File: config.mk
export PLATFORM = sky130hd
export DESIGN_NAME = dm01_break_sched_flat
export DESIGN_NICKNAME = d
export VERILOG_FILES = /design/src/rtl/dm01_break_sched_pkg.sv /design/src/rtl/dm01_break_sched_if.sv /design/src/rtl/dm01_break_sched_arb.sv /design/src/rtl/dm01_break_sched.sv /design/src/flat_wrapper.sv
export SDC_FILE = /design/constraint.sdc
export NUM_CORES = 1
export LEC_CHECK = 0
export ABC_AREA = 1
export CAP_MARGIN = 20
export CORE_AREA = 4 4 86 88
export CTS_CLUSTER_DIAMETER = 30
export DETAILED_ROUTE_END_ITERATION = 8
export DIE_AREA = 0 0 90 92
export DONT_BUFFER_PORTS = 1
export PLACE_DENSITY = 0.7
export SYNTH_ARGS = -nofsm -noshare
export SYNTH_HDL_FRONTEND = slang
export SYNTH_HIERARCHICAL = 1
export SYNTH_SLANG_ARGS = --single-unit
File: constraint.sdc
create_clock -name clk -period 2 [get_ports clk]
set_clock_uncertainty 0.05 [all_clocks]
set_input_delay 0.1 -clock clk [delete_from_list [all_inputs] [get_ports clk]]
set_output_delay 0.1 -clock clk [all_outputs]
set_load 0.01 [all_outputs]
File: src/rtl/dm01_break_sched_pkg.sv
// dm01_break_sched shared types and constants.
// Positive-bus break scheduler for PDP-8/I peripherals.
package dm01_pkg;

  localparam int WORD_W = 12;
  localparam int EA_W   = 3;

  typedef enum logic [1:0] {
    S_IDLE,
    S_REQ,
    S_XFER,
    S_DONE
  } state_e;

  typedef struct packed {
    logic              dir;
    logic              cyc3;
    logic [EA_W-1:0]   ea;
    logic [WORD_W-1:0] addr;
    logic [WORD_W-1:0] wdata;
  } brk_t;

  typedef struct packed {
    logic              brk_rq_l;
    logic              data_in_l;
    logic              cyc3_l;
    logic              ca_inc_h;
    logic              mb_inc_l;
    logic [WORD_W-1:0] da_l;
    logic [EA_W-1:0]   ea_l;
    logic [WORD_W-1:0] d_l;
  } pb_out_t;

  localparam pb_out_t PB_IDLE = '{
    brk_rq_l:  1'b1,
    data_in_l: 1'b1,
    cyc3_l:    1'b1,
    ca_inc_h:  1'b0,
    mb_inc_l:  1'b1,
    da_l:      '1,
    ea_l:      '1,
    d_l:       '1
  };

endpackage

File: src/rtl/dm01_break_sched_if.sv
// Channel and positive-bus bundle for dm01_break_sched.
// master = channels + CPU side, slave = scheduler.
interface dm01_break_sched_if #(
  parameter int NCH = 4
);
  import dm01_pkg::*;

  logic [NCH-1:0]        chan_req;
  logic [NCH-1:0]        chan_dir;
  logic [NCH-1:0]        chan_3cyc;
  logic [NCH*WORD_W-1:0] chan_addr;
  logic [NCH*EA_W-1:0]   chan_ea;
  logic [NCH*WORD_W-1:0] chan_wdata;
  logic [NCH-1:0]        chan_gnt;
  logic [NCH-1:0]        chan_done;
  logic [NCH-1:0]        chan_wco;
  logic [WORD_W-1:0]     chan_rdata;

  logic              pb_brk_rq_l;
  logic              pb_data_in_l;
  logic              pb_3_cycle_l;
  logic              pb_ca_inc_h;
  logic              pb_mb_inc_l;
  logic [WORD_W-1:0] pb_da_l;
  logic [EA_W-1:0]   pb_ea_l;
  logic [WORD_W-1:0] pb_d_l;

  logic              pb_run_l;
  logic              pb_add_accept_l;
  logic              pb_break_l;
  logic              pb_wc_overflow_l;
  logic              pb_ts3_h;
  logic [WORD_W-1:0] pb_bmb_h;

  modport master (
    output chan_req, chan_dir, chan_3cyc,
    output chan_addr, chan_ea, chan_wdata,
    input  chan_gnt, chan_done, chan_wco,
    input  chan_rdata,
    input  pb_brk_rq_l, pb_data_in_l,
    input  pb_3_cycle_l, pb_ca_inc_h,
    input  pb_mb_inc_l, pb_da_l,
    input  pb_ea_l, pb_d_l,
    output pb_run_l, pb_add_accept_l,
    output pb_break_l, pb_wc_overflow_l,
    output pb_ts3_h, pb_bmb_h
  );

  modport slave (
    input  chan_req, chan_dir, chan_3cyc,
    input  chan_addr, chan_ea, chan_wdata,
    output chan_gnt, chan_done, chan_wco,
    output chan_rdata,
    output pb_brk_rq_l, pb_data_in_l,
    output pb_3_cycle_l, pb_ca_inc_h,
    output pb_mb_inc_l, pb_da_l,
    output pb_ea_l, pb_d_l,
    input  pb_run_l, pb_add_accept_l,
    input  pb_break_l, pb_wc_overflow_l,
    input  pb_ts3_h, pb_bmb_h
  );

endinterface

File: src/rtl/dm01_break_sched_arb.sv
// Combinational break arbiter: fixed priority
// from channel 0, or round-robin from ptr_i.
module break_arb #(
  parameter int NCH    = 4,
  parameter bit ROTATE = 1'b0,
  parameter int PW     = 2
) (
  input  logic [NCH-1:0] req_i,
  input  logic [PW-1:0]  ptr_i,
  output logic [NCH-1:0] gnt_o
);

  int   base;
  int   idx;
  logic found;

  always_comb begin
    gnt_o = '0;
    found = 1'b0;
    idx   = 0;
    base  = ROTATE ? int'(ptr_i) : 0;
    for (int k = 0; k < NCH; k++) begin
      idx = (base + k) % NCH;
      if (req_i[idx] && !found) begin
        gnt_o[idx] = 1'b1;
        found      = 1'b1;
      end
    end
  end

endmodule

File: src/rtl/dm01_break_sched.sv
// Data-break scheduler: arbitrates channels and
// sequences one break at a time onto the positive bus.
module dm01_break_sched
  import dm01_pkg::*;
#(
  parameter int NCH    = 4,
  parameter bit ROTATE = 1'b0
) (
  input logic              clk,
  input logic              reset_l,
  dm01_break_sched_if.slave io
);

  localparam int PW = (NCH > 1) ? $clog2(NCH) : 1;
  // {ts3, wc_overflow_l, break_l, add_accept_l, run_l}
  localparam logic [4:0] SYNC_IDLE = 5'b01111;

  state_e            state_q, state_d;
  logic [NCH-1:0]    gnt_q, gnt_d;
  logic [NCH-1:0]    done_q, done_d;
  logic [NCH-1:0]    wco_q, wco_d;
  logic [WORD_W-1:0] rdata_q, rdata_d;
  logic [PW-1:0]     ptr_q, ptr_d;
  brk_t              brk_q, brk_d;

  logic [4:0]     pb_in, s1_q, s2_q, s3_q;
  logic [NCH-1:0] win;
  brk_t           sel;
  logic [PW-1:0]  gidx, ptr_nxt;
  logic           run_s, aa_fall, aa_hi;
  logic           brk_hi, wco_s, ts3_rise;
  pb_out_t        pb;

  assign pb_in = {io.pb_ts3_h, io.pb_wc_overflow_l,
                  io.pb_break_l, io.pb_add_accept_l,
                  io.pb_run_l};

  always_ff @(posedge clk or negedge reset_l) begin
    if (!reset_l) begin
      s1_q <= SYNC_IDLE;
      s2_q <= SYNC_IDLE;
      s3_q <= SYNC_IDLE;
    end else begin
      s1_q <= pb_in;
      s2_q <= s1_q;
      s3_q <= s2_q;
    end
  end

  assign run_s    = !s2_q[0];
  assign aa_hi    = s2_q[1];
  assign aa_fall  = !s2_q[1] && s3_q[1];
  assign brk_hi   = s2_q[2];
  assign wco_s    = !s2_q[3];
  assign ts3_rise = s2_q[4] && !s3_q[4];

  break_arb #(
    .NCH    (NCH),
    .ROTATE (ROTATE),
    .PW     (PW)
  ) u_arb (
    .req_i (io.chan_req),
    .ptr_i (ptr_q),
    .gnt_o (win)
  );

  always_comb begin
    sel = '0;
    for (int i = 0; i < NCH; i++) begin
      if (win[i]) begin
        sel.dir   = io.chan_dir[i];
        sel.cyc3  = io.chan_3cyc[i];
        sel.ea    = io.chan_ea[i*EA_W +: EA_W];
        sel.addr  = io.chan_addr[i*WORD_W +: WORD_W];
        sel.wdata = io.chan_wdata[i*WORD_W +: WORD_W];
      end
    end
  end

  always_comb begin
    gidx = '0;
    for (int i = 0; i < NCH; i++) begin
      if (gnt_q[i]) gidx = PW'(i);
    end
  end

  assign ptr_nxt = (int'(gidx) == NCH - 1) ?
                   '0 : gidx + 1'b1;

  always_comb begin
    state_d = state_q;
    gnt_d   = gnt_q;
    brk_d   = brk_q;
    done_d  = '0;
    wco_d   = '0;
    rdata_d = rdata_q;
    ptr_d   = ptr_q;
    unique case (state_q)
      S_IDLE: begin
        if (run_s && |io.chan_req) begin
          gnt_d   = win;
          brk_d   = sel;
          state_d = S_REQ;
        end
      end
      S_REQ: begin
        if (!run_s) begin
          gnt_d   = '0;
          state_d = S_IDLE;
        end else if (aa_fall) begin
          state_d = S_XFER;
        end
      end
      S_XFER: begin
        if (ts3_rise) begin
          rdata_d = io.pb_bmb_h;
          done_d  = gnt_q;
          wco_d   = wco_s ? gnt_q : '0;
          ptr_d   = ptr_nxt;
          state_d = S_DONE;
        end
      end
      S_DONE: begin
        gnt_d = '0;
        // hold until the CPU has left this break
        if (brk_hi && aa_hi) state_d = S_IDLE;
      end
      default: state_d = S_IDLE;
    endcase
  end

  always_ff @(posedge clk or negedge reset_l) begin
    if (!reset_l) begin
      state_q <= S_IDLE;
      gnt_q   <= '0;
      done_q  <= '0;
      wco_q   <= '0;
      rdata_q <= '0;
      ptr_q   <= '0;
      brk_q   <= '0;
    end else begin
      state_q <= state_d;
      gnt_q   <= gnt_d;
      done_q  <= done_d;
      wco_q   <= wco_d;
      rdata_q <= rdata_d;
      ptr_q   <= ptr_d;
      brk_q   <= brk_d;
    end
  end

  always_comb begin
    pb = PB_IDLE;
    if (state_q != S_IDLE) begin
      pb.brk_rq_l  = (state_q != S_REQ);
      pb.data_in_l = !brk_q.dir;
      pb.cyc3_l    = !brk_q.cyc3;
      pb.ca_inc_h  = brk_q.cyc3;
      pb.da_l      = ~brk_q.addr;
      pb.ea_l      = ~brk_q.ea;
      pb.d_l       = ~brk_q.wdata;
    end
  end

  assign io.pb_brk_rq_l  = pb.brk_rq_l;
  assign io.pb_data_in_l = pb.data_in_l;
  assign io.pb_3_cycle_l = pb.cyc3_l;
  assign io.pb_ca_inc_h  = pb.ca_inc_h;
  assign io.pb_mb_inc_l  = pb.mb_inc_l;
  assign io.pb_da_l      = pb.da_l;
  assign io.pb_ea_l      = pb.ea_l;
  assign io.pb_d_l       = pb.d_l;

  assign io.chan_gnt   = gnt_q;
  assign io.chan_done  = done_q;
  assign io.chan_wco   = wco_q;
  assign io.chan_rdata = rdata_q;

endmodule
File: src/flat_wrapper.sv
// flat-port wrapper written by rule: the top's interface ports become plain ports
module dm01_break_sched_flat import dm01_pkg::*;
#(
  parameter int NCH    = 4,
  parameter bit ROTATE = 1'b0
)
  (clk, reset_l, io_chan_req, io_chan_dir, io_chan_3cyc, io_chan_addr, io_chan_ea, io_chan_wdata, io_chan_gnt, io_chan_done, io_chan_wco, io_chan_rdata, io_pb_brk_rq_l, io_pb_data_in_l, io_pb_3_cycle_l, io_pb_ca_inc_h, io_pb_mb_inc_l, io_pb_da_l, io_pb_ea_l, io_pb_d_l, io_pb_run_l, io_pb_add_accept_l, io_pb_break_l, io_pb_wc_overflow_l, io_pb_ts3_h, io_pb_bmb_h);
  dm01_break_sched_if #(.NCH(NCH)) io_i ();
  input logic clk;
  input logic reset_l;
  input wire logic [$bits(io_i.chan_req)-1:0] io_chan_req;
  input wire logic [$bits(io_i.chan_dir)-1:0] io_chan_dir;
  input wire logic [$bits(io_i.chan_3cyc)-1:0] io_chan_3cyc;
  input wire logic [$bits(io_i.chan_addr)-1:0] io_chan_addr;
  input wire logic [$bits(io_i.chan_ea)-1:0] io_chan_ea;
  input wire logic [$bits(io_i.chan_wdata)-1:0] io_chan_wdata;
  output wire logic [$bits(io_i.chan_gnt)-1:0] io_chan_gnt;
  output wire logic [$bits(io_i.chan_done)-1:0] io_chan_done;
  output wire logic [$bits(io_i.chan_wco)-1:0] io_chan_wco;
  output wire logic [$bits(io_i.chan_rdata)-1:0] io_chan_rdata;
  output wire logic [$bits(io_i.pb_brk_rq_l)-1:0] io_pb_brk_rq_l;
  output wire logic [$bits(io_i.pb_data_in_l)-1:0] io_pb_data_in_l;
  output wire logic [$bits(io_i.pb_3_cycle_l)-1:0] io_pb_3_cycle_l;
  output wire logic [$bits(io_i.pb_ca_inc_h)-1:0] io_pb_ca_inc_h;
  output wire logic [$bits(io_i.pb_mb_inc_l)-1:0] io_pb_mb_inc_l;
  output wire logic [$bits(io_i.pb_da_l)-1:0] io_pb_da_l;
  output wire logic [$bits(io_i.pb_ea_l)-1:0] io_pb_ea_l;
  output wire logic [$bits(io_i.pb_d_l)-1:0] io_pb_d_l;
  input wire logic [$bits(io_i.pb_run_l)-1:0] io_pb_run_l;
  input wire logic [$bits(io_i.pb_add_accept_l)-1:0] io_pb_add_accept_l;
  input wire logic [$bits(io_i.pb_break_l)-1:0] io_pb_break_l;
  input wire logic [$bits(io_i.pb_wc_overflow_l)-1:0] io_pb_wc_overflow_l;
  input wire logic [$bits(io_i.pb_ts3_h)-1:0] io_pb_ts3_h;
  input wire logic [$bits(io_i.pb_bmb_h)-1:0] io_pb_bmb_h;
  assign io_i.chan_req = io_chan_req;
  assign io_i.chan_dir = io_chan_dir;
  assign io_i.chan_3cyc = io_chan_3cyc;
  assign io_i.chan_addr = io_chan_addr;
  assign io_i.chan_ea = io_chan_ea;
  assign io_i.chan_wdata = io_chan_wdata;
  assign io_chan_gnt = io_i.chan_gnt;
  assign io_chan_done = io_i.chan_done;
  assign io_chan_wco = io_i.chan_wco;
  assign io_chan_rdata = io_i.chan_rdata;
  assign io_pb_brk_rq_l = io_i.pb_brk_rq_l;
  assign io_pb_data_in_l = io_i.pb_data_in_l;
  assign io_pb_3_cycle_l = io_i.pb_3_cycle_l;
  assign io_pb_ca_inc_h = io_i.pb_ca_inc_h;
  assign io_pb_mb_inc_l = io_i.pb_mb_inc_l;
  assign io_pb_da_l = io_i.pb_da_l;
  assign io_pb_ea_l = io_i.pb_ea_l;
  assign io_pb_d_l = io_i.pb_d_l;
  assign io_i.pb_run_l = io_pb_run_l;
  assign io_i.pb_add_accept_l = io_pb_add_accept_l;
  assign io_i.pb_break_l = io_pb_break_l;
  assign io_i.pb_wc_overflow_l = io_pb_wc_overflow_l;
  assign io_i.pb_ts3_h = io_pb_ts3_h;
  assign io_i.pb_bmb_h = io_pb_bmb_h;
  dm01_break_sched #(.NCH(NCH), .ROTATE(ROTATE)) u_core (.clk(clk), .reset_l(reset_l), .io(io_i));
endmodule
After elaboration in Yosys (flattened, before gate mapping)
Cells that the tools add are included.

Muxes and demuxes: 26. Bitwise logic cells: 3. Reductions and logical operators: 23. Equal/unequal tests: 9.

Operators with widths (count): $mux 29 (4); $mux 4 (8); $mux 27 (1); $not 12->12 (2); $pmux 4 s3 (1); $mux 2 (5); $ne 2x1->1 const B (5); $logic_not 1->1 (8); $pmux 2 s4 (1); $logic_and 1x1->1 (7); $mux 1 (6); $eq 2x2->1 const B (2); $reduce_and 2->1 (2); $reduce_and 4->1 (1); $reduce_or 4->1 (1); $ne 3x1->1 const B (1); $not 3->3 (1); $reduce_and 3->1 (1); $reduce_bool 3->1 (1); $eq 2x1->1 const B (1); $logic_not 2->1 (1); $reduce_bool 2->1 (1).

Output and inout bits: 56. Word-level logic and storage cells: 74. Register bits after elaboration: 70. Bits of input ports: 139.

Depth between registers and ports, before layout
Depth in word-level cells: 12. Depth in mapped cells: 10. Depth with buffers taken out: 8.

Hierarchy
Netlist, hierarchy kept.

By module, submodules not included: dm01_break_sched (cells an instance 554, area an instance 3769.9 µm², instances 1, sequential area each 1737.9 µm²); break_arb (cells an instance 9, area an instance 37.5 µm², instances 1, sequential area each 0.0 µm²).

Worst setup path after synthesis
OpenSTA, ideal clock, no wires.

Kind: register -> output. Start: reg u_core.state_q[0]. End: out io_pb_da_l[10]. Data required time: 1.850 ns. Arrival time: 1.086 ns. Slack: 0.764 ns. Stages on the path, launching flop included: 7. Path through: dfrtp_1 -> buf_2 -> nor2_4 -> inv_1 -> buf_2 -> buf_4 -> nand2_1.

Longest elaborated chain between the ends: 2.

RTL lines: from (decl) (RTL line dm01_break_sched.sv:18) `state_e state_q, state_d;`; from (signal assigned) (RTL line dm01_break_sched.sv:142) `state_q <= state_d;`; $reduce_bool 2->1 (RTL line dm01_break_sched.sv:154) `if (state_q != S_IDLE) begin`; $mux 27 (RTL line dm01_break_sched.sv:154); to (decl) (RTL line flat_wrapper.sv:26) `output wire logic [$bits(io_i.pb_da_l)-1:0] io_pb_da_l;`.

Every way passes these cells.

==> impl_metrics.env <==
export IMPL_synth_nets=694
export IMPL_drcViolationCount=0
export IMPL_syn_avg_cell_area_um2=6.72
export IMPL_max_slew_margin=0.284
export IMPL_clkTransAtPathRegs_ns=0.07
export IMPL_tightestPinTransition_ns=1.07
export IMPL_hold_violations=0
export IMPL_maxCapViolCount=0
export IMPL_start_util=0.561
export IMPL_fin_crit_sh=0.951
export IMPL_h_tree_depth=3
export IMPL_cp_start_kind="flop"
export IMPL_cts_tree="yes"
export IMPL_power_frac_clock=0.212
export IMPL_clockBufferDepth=2
export IMPL_io_pins=195
export IMPL_worstPathArrival_ns=2.12
export IMPL_tns_ns=0
export IMPL_area_growth_pct=27.5
export IMPL_timing_rr_end="u_core/brk_q[0]$_DFFE_PN0P_"
export IMPL_grt_usage=0.268
export IMPL_dpl_hpwl_um=7230
export IMPL_die_w_um=90
export IMPL_dieArea_um2=8280
export IMPL_rr_worst_depth=6
export IMPL_cts_made_buffers=9
export IMPL_placementRows=30
export IMPL_total_power_mw=5.04
export IMPL_avgRoutedWirePerCell_um=15.9
export IMPL_swShare=0.400
export IMPL_gp_congestion=0.865
export IMPL_drive_gt1_frac=0.0864
export IMPL_yosysWarnings=6
export IMPL_power_leakage_nw=2.40
export IMPL_r2r_setup_slack_ns=0.1
export IMPL_clk_latency_ns=0.33
export IMPL_drtAntennaViolNets=0
export IMPL_dp_slack_ns=0.438
export IMPL_syn_inst=555
export IMPL_io_buffer_count=0
export IMPL_min_period_ns=1.90
export IMPL_num_antenna_cells=0
export IMPL_multiInputGateArea_um2=1800
export IMPL_globalRouteOverflowTotal=0
export IMPL_setup_viol=0
export IMPL_antenna_found_initial=0
export IMPL_drt_iter0_drc=224
export IMPL_internal_power_mw=3.03
export IMPL_first_pass_iters=7
export IMPL_p_per_area_nw_per_um2=1060
export IMPL_outcome="finished clean"
export IMPL_grt_pass1_vias=3735
export IMPL_seq_power_share=0.440
export IMPL_grt_max_degree=68
export IMPL_critPathMaxFanout=13
export IMPL_wirelength_um=11200
export IMPL_routed_via_density=5.34
export IMPL_grt_pass1_wl_um=17900
export IMPL_core_area_um2=6640
export IMPL_vdd_ir_drop_max_uv=417
export IMPL_fin_ws_ns=0.0972
export IMPL_netlist_area_um2=3730
export IMPL_die_y_um=92
export IMPL_rsz0062_at_grt="no"
export IMPL_criticalPathCategory="reg2reg"
export IMPL_p_switching_mw=2.02
export IMPL_seqCellArea_um2=1690
export IMPL_power_frac_comb=0.348
export IMPL_cts_num_sinks=67
export IMPL_cts_root_buf="clkbuf_8"
export IMPL_layout_nets=759
export IMPL_vias=3767
export IMPL_hold_class="in2reg"
export IMPL_required_ns=2.22
export IMPL_timing_fmax_ghz=0.526
export IMPL_cp_endpoint="u_core/brk_q[0]$_DFFE_PN0P_"
export IMPL_crit_path_end_kind="flop"
export IMPL_fillers=520
export IMPL_maxSlewViolCount=0
-- layout by cell type, fill, tap and decap left out, drive strengths merged --
cell           n
inv           18
nand3          6
nor2b          1
nand4          1
clkbuf        12
conb           1
nor3           4
buf           12
o21ai         33
dfstp          9
clkinvlp       2
a21oi         29
dlygate4sd3   77
dfrtp         58
nor2          73
clkinv         2
nand2        286
bufinv         1
-- critical path, stage by stage (launching register included) --
cell and delay [ns]:
dfrtp_1 0.47, nor2_4 0.24, nand3_4 0.22, nor2_1 0.18, nand2_1 0.07, dlygate4sd3_1 0.56, nand2_1 0.06
-- area by class of cell --
cell class	count	area share
clock buffers	12	0.0284
inverters	19	0.0158
well taps	80	0.0211
clock inverters	4	0.0108
multi-input cells	434	0.378
flip-flops and latches	67	0.355
repair buffers	89	0.191
-- metal layers --
metal | routed length (um) | share of wire | track usage | vias up
met4 | 241 | 0.021 | 0.108 | 0
met1 | 4380 | 0.39 | 0.318 | 1730
met2 | 5670 | 0.50 | 0.464 | 188
li1 | - | - | - | 1825
met5 | 0 | 0 | 0 | -
met3 | 950 | 0.085 | 0.0697 | 24
-- worst min-delay path by stage --
stage                                         to  cells after the start        startpoint  slack (ns)
floorplan                              async pin                      0           reset_l       -0.25
global placement        u_core/s2_q[4]$_DFF_PN0_                      0           reset_l       -0.24
detailed placement      u_core/s3_q[4]$_DFF_PN0_                      0           reset_l       -0.24
CTS                 u_core/brk_q[16]$_DFFE_PN0P_                      6  io_chan_addr[16]        0.02
global route        u_core/brk_q[16]$_DFFE_PN0P_                      6  io_chan_addr[16]        0.04
finish              u_core/brk_q[16]$_DFFE_PN0P_                      6  io_chan_addr[16]        0.04
-- per-stage QoR --
stage	cells	util	cell area (um^2)	hold slack [ns]
floorplan	555	-	3730	-0.246
global placement	607	0.562	3730	-0.244
detailed placement	607	0.562	3730	-0.244
CTS	701	0.710	4720	0.0197
global route	705	0.715	4750	0.0419
finish	705	0.715	4750	0.0364
-- power groups by stage --
stage / clock network [mW] / registers [mW] / logic (mW)
floorplan: 0 / 2.11 / 1.26
global placement: 0 / 2.21 / 1.43
detailed placement: 0 / 2.23 / 1.49
CTS: 1.09 / 2.21 / 1.66
global route: 1.18 / 2.27 / 1.96
finish: 1.07 / 2.22 / 1.76
-- flip-flops by register name, indices dropped and copies added, names as in the netlist, named ones only --
signal and flops:
u_core/s3_q 2, u_core/brk_q 29, u_core/s1_q 5, u_core/io.chan_gnt 4, u_core/io.chan_wco 4, u_core/s2_q 5
u_core/io.chan_rdata 12, u_core/state_q 1, u_core/io.chan_done 4
-- repair_timing --
item / CTS / global route
hold buffers: 78 / 0
endpoints found under the setup margin: 0 / 24
setup buffers: 0 / 3
gates resized for setup: 0 / 2
hold endpoints to repair: 114 / 0
No activity file was read; power rests on OpenSTA's default activity.
